===== src/rtl/masked_sbox_sched_pkg.sv =====
// Shared types and helpers for the 2nd-order masked LED S-box layer scheduler.
// Holds the FSM state encoding, mask-lane geometry and the per-S-box randomness slicer.
package led_masked_pkg;

  localparam int STAGES        = 3;
  localparam int CF_RW         = 6;
  localparam int RS_PER_STAGE  = 2;
  localparam int RAND_PER_SBOX = 8;

  typedef enum logic [3:0] {
    S_IDLE  = 4'd0,
    S_WAIT1 = 4'd1,
    S_EN1   = 4'd2,
    S_WAIT2 = 4'd3,
    S_EN2   = 4'd4,
    S_WAIT3 = 4'd5,
    S_EN3   = 4'd6,
    S_LIN   = 4'd7,
    S_DONE  = 4'd8
  } state_e;

  typedef struct packed {
    logic [RS_PER_STAGE-1:0] rs;
    logic [CF_RW-1:0]        r;
  } lane_t;

  // Low six bits feed the CF mask, the top two bits feed that stage's rs pair.
  function automatic lane_t slice_lane(input logic [RAND_PER_SBOX-1:0] rand_byte);
    lane_t lane;
    lane.r  = rand_byte[CF_RW-1:0];
    lane.rs = rand_byte[RAND_PER_SBOX-1:CF_RW];
    return lane;
  endfunction

endpackage


===== src/rtl/masked_sbox_sched_rand_slot.sv =====
// One stage's mask holding register: loads a fresh randomness word on handshake,
// clears after the stage has consumed it, and otherwise holds its value.
module masked_rand_slot
  import led_masked_pkg::*;
#(
  parameter int NUM_SBOX = 16
) (
  input  logic                                clk_i,
  input  logic                                rst_i,
  input  logic                                load_i,
  input  logic                                clr_i,
  input  logic [NUM_SBOX*RAND_PER_SBOX-1:0]   rand_data_i,
  output logic [NUM_SBOX*CF_RW-1:0]           r_o,
  output logic [NUM_SBOX*RS_PER_STAGE-1:0]    rs_o
);

  lane_t                             lanes_s [NUM_SBOX];
  logic [NUM_SBOX*CF_RW-1:0]         r_d;
  logic [NUM_SBOX*CF_RW-1:0]         r_q;
  logic [NUM_SBOX*RS_PER_STAGE-1:0]  rs_d;
  logic [NUM_SBOX*RS_PER_STAGE-1:0]  rs_q;

  for (genvar i = 0; i < NUM_SBOX; i++) begin : g_lane
    assign lanes_s[i] = slice_lane(rand_data_i[i*RAND_PER_SBOX +: RAND_PER_SBOX]);
  end

  always_comb begin
    r_d  = r_q;
    rs_d = rs_q;
    if (load_i) begin
      for (int i = 0; i < NUM_SBOX; i++) begin
        r_d[i*CF_RW +: CF_RW]               = lanes_s[i].r;
        rs_d[i*RS_PER_STAGE +: RS_PER_STAGE] = lanes_s[i].rs;
      end
    end else if (clr_i) begin
      r_d  = '0;
      rs_d = '0;
    end else begin
      r_d  = r_q;
      rs_d = rs_q;
    end
  end

  always_ff @(posedge clk_i) begin
    if (rst_i) begin
      r_q  <= '0;
      rs_q <= '0;
    end else begin
      r_q  <= r_d;
      rs_q <= rs_d;
    end
  end

  assign r_o  = r_q;
  assign rs_o = rs_q;

endmodule


===== src/rtl/masked_sbox_sched.sv =====
// Scheduler for the 3-stage masked LED S-box layer: fetches one randomness word per
// stage, pulses the stage capture enables and opens the linear-layer window between rounds.
module masked_sbox_sched
  import led_masked_pkg::*;
#(
  parameter int NUM_SBOX      = 16,
  parameter int ROUNDS        = 32,
  parameter int LIN_CYCLES    = 1,
  parameter int CLR_AFTER_USE = 1
) (
  input  logic                              clk_i,
  input  logic                              rst_i,
  input  logic                              start_i,
  input  logic [NUM_SBOX*RAND_PER_SBOX-1:0] rand_data_i,
  input  logic                              rand_valid_i,
  output logic                              rand_ready_o,
  output logic [NUM_SBOX*CF_RW-1:0]         r1_o,
  output logic [NUM_SBOX*CF_RW-1:0]         r2_o,
  output logic [NUM_SBOX*CF_RW-1:0]         r3_o,
  output logic [NUM_SBOX*CF_RW-1:0]         rs_o,
  output logic [2:0]                        stage_en_o,
  output logic                              lin_en_o,
  output logic [7:0]                        round_idx_o,
  output logic                              busy_o,
  output logic                              done_o,
  output logic [15:0]                       starve_cnt_o
);

  localparam logic [7:0]  LAST_ROUND = 8'(ROUNDS - 1);
  localparam logic [3:0]  LIN_LAST   = 4'(LIN_CYCLES - 1);
  localparam logic        CLR_EN     = (CLR_AFTER_USE != 0);

  state_e      state_q;
  logic [2:0]  stage_en_q;
  logic        lin_en_q;
  logic        done_q;
  logic        busy_q;
  logic [7:0]  round_q;
  logic [3:0]  lin_cnt_q;
  logic [15:0] starve_q;

  logic                   ready_s;
  logic [STAGES-1:0]      load_s;
  logic [STAGES-1:0]      clr_s;
  logic [STAGES-1:0][NUM_SBOX*CF_RW-1:0]        r_s;
  logic [STAGES-1:0][NUM_SBOX*RS_PER_STAGE-1:0] rs_s;

  // Handshake and post-use clear strobes follow directly from the current state.
  always_comb begin
    ready_s = 1'b0;
    load_s  = '0;
    clr_s   = '0;
    case (state_q)
      S_WAIT1: begin
        ready_s   = 1'b1;
        load_s[0] = rand_valid_i;
      end
      S_WAIT2: begin
        ready_s   = 1'b1;
        load_s[1] = rand_valid_i;
      end
      S_WAIT3: begin
        ready_s   = 1'b1;
        load_s[2] = rand_valid_i;
      end
      S_EN1:   clr_s[0] = CLR_EN;
      S_EN2:   clr_s[1] = CLR_EN;
      S_EN3:   clr_s[2] = CLR_EN;
      default: begin
        ready_s = 1'b0;
        load_s  = '0;
        clr_s   = '0;
      end
    endcase
  end

  always_ff @(posedge clk_i) begin
    if (rst_i) begin
      state_q    <= S_IDLE;
      stage_en_q <= 3'b000;
      lin_en_q   <= 1'b0;
      done_q     <= 1'b0;
      busy_q     <= 1'b0;
      round_q    <= 8'd0;
      lin_cnt_q  <= 4'd0;
      starve_q   <= 16'd0;
    end else begin
      stage_en_q <= 3'b000;
      lin_en_q   <= 1'b0;
      done_q     <= 1'b0;
      case (state_q)
        S_IDLE: begin
          if (start_i) begin
            state_q  <= S_WAIT1;
            busy_q   <= 1'b1;
            round_q  <= 8'd0;
            starve_q <= 16'd0;
          end
        end
        S_WAIT1, S_WAIT2, S_WAIT3: begin
          if (rand_valid_i) begin
            case (state_q)
              S_WAIT1: begin
                state_q    <= S_EN1;
                stage_en_q <= 3'b001;
              end
              S_WAIT2: begin
                state_q    <= S_EN2;
                stage_en_q <= 3'b010;
              end
              default: begin
                state_q    <= S_EN3;
                stage_en_q <= 3'b100;
              end
            endcase
          end else if (starve_q != 16'hFFFF) begin
            starve_q <= starve_q + 16'd1;
          end
        end
        S_EN1: state_q <= S_WAIT2;
        S_EN2: state_q <= S_WAIT3;
        S_EN3: begin
          if (round_q < LAST_ROUND) begin
            state_q   <= S_LIN;
            lin_en_q  <= 1'b1;
            lin_cnt_q <= 4'd0;
          end else begin
            state_q <= S_DONE;
            done_q  <= 1'b1;
          end
        end
        S_LIN: begin
          if (lin_cnt_q == LIN_LAST) begin
            state_q <= S_WAIT1;
            round_q <= round_q + 8'd1;
          end else begin
            lin_cnt_q <= lin_cnt_q + 4'd1;
            lin_en_q  <= 1'b1;
          end
        end
        S_DONE: begin
          state_q <= S_IDLE;
          busy_q  <= 1'b0;
        end
        default: state_q <= S_IDLE;
      endcase
    end
  end

  for (genvar k = 0; k < STAGES; k++) begin : g_slot
    masked_rand_slot #(
      .NUM_SBOX(NUM_SBOX)
    ) u_slot (
      .clk_i       (clk_i),
      .rst_i       (rst_i),
      .load_i      (load_s[k]),
      .clr_i       (clr_s[k]),
      .rand_data_i (rand_data_i),
      .r_o         (r_s[k]),
      .rs_o        (rs_s[k])
    );
  end

  // Per S-box the three stage rs pairs sit side by side: stage1 low, stage3 high.
  for (genvar i = 0; i < NUM_SBOX; i++) begin : g_rs
    for (genvar k = 0; k < STAGES; k++) begin : g_stage
      assign rs_o[i*CF_RW + k*RS_PER_STAGE +: RS_PER_STAGE] =
        rs_s[k][i*RS_PER_STAGE +: RS_PER_STAGE];
    end
  end

  assign r1_o         = r_s[0];
  assign r2_o         = r_s[1];
  assign r3_o         = r_s[2];
  assign rand_ready_o = ready_s;
  assign stage_en_o   = stage_en_q;
  assign lin_en_o     = lin_en_q;
  assign round_idx_o  = round_q;
  assign busy_o       = busy_q;
  assign done_o       = done_q;
  assign starve_cnt_o = starve_q;

endmodule


===== config.mk =====
export PLATFORM = sky130hd
export DESIGN_NAME = masked_sbox_sched
export DESIGN_NICKNAME = d
export VERILOG_FILES = /design/src/rtl/masked_sbox_sched_pkg.sv /design/src/rtl/masked_sbox_sched_rand_slot.sv /design/src/rtl/masked_sbox_sched.sv
export SDC_FILE = /design/constraint.sdc
export NUM_CORES = 1
export LEC_CHECK = 0
export CORE_MARGIN = 3
export CORE_UTILIZATION = 35
export DETAILED_ROUTE_END_ITERATION = 6
export PLACE_DENSITY = 0.65
export RECOVER_POWER = 25
export SETUP_SLACK_MARGIN = 0.2
export SYNTH_ARGS = -nofsm -noshare
export SYNTH_HDL_FRONTEND = slang
export SYNTH_SLANG_ARGS = --single-unit

===== constraint.sdc =====
create_clock -name clk_i -period 4.7 [get_ports clk_i]
set_clock_uncertainty 0.05 [all_clocks]
set_input_delay 1.175 -clock clk_i [delete_from_list [all_inputs] [get_ports clk_i]]
set_output_delay 1.175 -clock clk_i [all_outputs]
set_load 0.005 [all_outputs]

==> run_results.csv <==
group,metric,value,unit
run_status,status,"finished with violations",
run_status,violations,"max-capacitance violations, max-slew violations",
finish,mostFrequentLayoutCells,"469 x clkdlybuf4s50_1, 422 x dfxtp_1, 281 x nor2_1",
global_routing,grt_pass1_wl,85600,um
synthesis,ys_types,54,
sta,max_freq,248,MHz
critical_path,worstPathCellList,"nand4bb_1 > clkbuf_2 > nand3_1 > a21oi_1",
cts,tritoncts,"done",
detailed_routing,drtPass1Iterations,5,
critical_path,crit_fanout,68,
synthesis,ys.flop_type,"dfxtp_1",
floorplan,rows,75,
critical_path,regToRegSetupSlack,0.67,ns
cts,holdBufCountCts,0,
critical_path,worstSetupStartpoint,"state_q[3]",
global_routing,grt_usage,24.0,%
critical_path,slowest_delay,1.40,ns
detailed_routing,drc,0,
power_and_ir_drop,p_sw_share,24.3,%
critical_path,required,5.14,ns
power_and_ir_drop,p_clk_share,43.5,%
critical_path,start_kind,"flip-flop",
cts,clk_pin_slew_worst_paths,0.06,ns
power_and_ir_drop,p_int,6130,uW
hold_path,hold_start,"g_slot[2].u_slot.r_o[86]",
sta,whs,0.413,ns
placement,hpwl,37200,um
synthesis,ys_seq_elements,422,
global_routing,grt_remaining_overflow,0,
sta,maxSlewHeadroom,-44.4,%
critical_path,slowest_stage,"clkbuf_2",
critical_path,reg2reg_from,"state_q[3]",
floorplan,chipWidth,212,um
cts,cts.path.max_buffers,3,
finish,final_net_count,2267,
synthesis,synth_area_leader_cell,"dfxtp_1",
finish,final_util,52.7,%
floorplan,die_area,45200,um2
detailed_routing,drtIter0Drc,1015,
detailed_routing,wirelength,57300,um
critical_path,crit_arrival,4.47,ns
power_and_ir_drop,p_total,8100,uW
synthesis,syn_area_per_cell,8.91,um2
floorplan,pin_count,547,
synthesis,synthTopCellsByArea,"dfxtp_1 57%, a22oi_1 13%, nor2_1 7.1%, a21oi_1 4.9%, nand3_1 4.7%",
placement,place_congestion,0.857,
synthesis,syn-num-nets,1811,
critical_path,reg2reg_to,"g_slot[2].u_slot.r_o[15]",
critical_path,end_kind,"flip-flop",
detailed_routing,via_per_inst,5.41,
placement,io_buffers,546,
power_and_ir_drop,seq_power_share,46.1,%
cts,clk-insertion-delay-late,0.56,ns
cts,numCtsBuffers,46,
detailed_routing,wl_per_cell,21.2,um
cts,ctsResizeCount,0,
sta,setup_viol,0,
finish,final_common_cell,"clkdlybuf4s50_1",
sta,fin_crit_sh,85.7,%
power_and_ir_drop,ir_worst_vdd,0.314,mV
power_and_ir_drop,p_leak,0.00779,uW
critical_path,cp-endpoint,"g_slot[2].u_slot.r_o[15]",
synthesis,synth-async-reset-ratio,0,%
global_routing,antenna_found_initial,2,
cts,h-tree-depth,2,
floorplan,initial_core_util,35.5,%
detailed_routing,vias,14616,
critical_path,critPathKind,"reg -> reg",
sta,slew_viol_final,352,
floorplan,die_y,212,um
synthesis,syn_inst,1675,
synthesis,ys_seq_area_share,56.6,%
sta,finalSetupTns,0,ns
placement,place_area,20800,um2
synthesis,netlist_area,14900,um2
global_routing,first_global_vias,14169,
power_and_ir_drop,power_density,366,nW/um2
cts,cts.sinks,422,
synthesis,synth_edf_count,0,
flow_run,max_cap_violations,6,
cts,root_buffer,"clkbuf_16",
floorplan,core_area,42000,um2
power_and_ir_drop,pwr-share-comb,10.4,%
sta,hold_violations,0,
cts,post_cts_buffers,0,
detailed_routing,final_antenna_net_count,0,
synthesis,ys_warn_count,0,
sta,rsz0062_at_grt,"false",
sta,post-route-min-period,4.03,ns
global_routing,grt_start_max_net_pins,132,
finish,finish.instance_area,22100,um2
critical_path,rr_worst_depth,4,
finish,syn_to_final_growth,48.4,%
power_and_ir_drop,switchingPower,1970,uW
sta,tightest_slew,2.16,ns
synthesis,yosysTopAreaCellShare,56.6,%
hold_path,min_path_type,"reg -> reg",
finish,drive_gt1_share,4.49,%
## per-layer routing
layer	routed length, um	GRT usage, %	part of all wire [%]
met3	4890	7.58	8.5
met5	0	0	0
met1	23000	29.8	40
met2	27900	40.0	49
met4	1520	7.46	2.7
## worst min path at each step
| stage | to | depth (start not counted) | slack (ns) |
|---|---|---|---|
| after floorplan | g_slot[2].u_slot.r_o[0] | 2 | 0.41 |
| after global placement | g_slot[2].u_slot.r_o[21] | 2 | 0.40 |
| after detailed placement | g_slot[2].u_slot.r_o[86] | 2 | 0.41 |
| after CTS | g_slot[2].u_slot.r_o[86] | 2 | 0.42 |
| after global routing | g_slot[2].u_slot.r_o[44] | 2 | 0.43 |
| final | g_slot[2].u_slot.r_o[86] | 2 | 0.41 |
## layout make-up
cell class	count	area [um2]
multi-input cells	1091	5850
clock buffers	73	1430
diodes	2	5.00
repair buffers	563	5660
fillers	3841	19900
flip-flops and latches	422	8450
clock inverters	6	37.5
inverters	7	26.3
well taps	539	674
## critical path, delay by kind of cell, from the launching register on
kind,cells,cell delay [ns]
and+or+nand+nor,2,1.39
AOI/OAI and AO/OA,1,0.20
buffers and inverters,1,1.40
DFF,1,0.81
## registers in the layout, summed over array words and instances, names as in the netlist
signal	flops
g_slot.u_slot.r_o	288
g_slot.u_slot.rs_o	96
starve_cnt_o	16
round_idx_o	8
lin_cnt_q	4
state_q	4
stage_en_o	3
busy_o	1
done_o	1
lin_en_o	1
## metrics by stage
step / std cells / worst slack (ns)
floorplan: 1675 / 2.06
global placement: 2622 / 1.33
detailed placement: 2622 / 1.29
CTS: 2701 / 0.720
global route: 2703 / 0.352
finish: 2703 / 0.672
## cells in the mapped netlist (3+ instances only)
cell type and n:
nor3b_1 3, nor2_1 281, buf_2 4, or3_1 3, a211o_1 3, dfxtp_1 422
o211ai_1 3, and2_1 4, nor3_1 15, inv_1 6, clkbuf_1 143, or4_1 3
nor2b_1 4, nand2b_1 3, xnor2_1 7, nor4_1 5, and3_1 5, ha_1 4
a21oi_1 145, o21ai_0 8, nand2_1 149, nand4_1 10, a31oi_1 7, buf_1 7
a22oi_1 256, nand3_1 140
## cell families after synthesis
logic type	Yosys count	share of synthesized area [%]
AO/OA/AOI/OAI	442	19.8
XOR/XNOR	9	0.528
adder cells (fa/ha/maj)	4	0.335
buffers and inverters	162	4.16
flip-flops	422	56.6
multiplexers	3	0.210
AND/OR/NAND/NOR	633	18.3
## power by group through the flow
stage          Combinational (uW)  Clock [uW]  Sequential [uW]
2_1_floorplan                 361           0             3810
3_3_place_gp                  848           0             3810
3_5_place_dp                  855           0             3820
4_1_cts                       860        3610             3740
5_1_grt                       908        3750             3750
6_report                      843        3520             3740
Note: power is estimated with default switching activity, not from simulation.
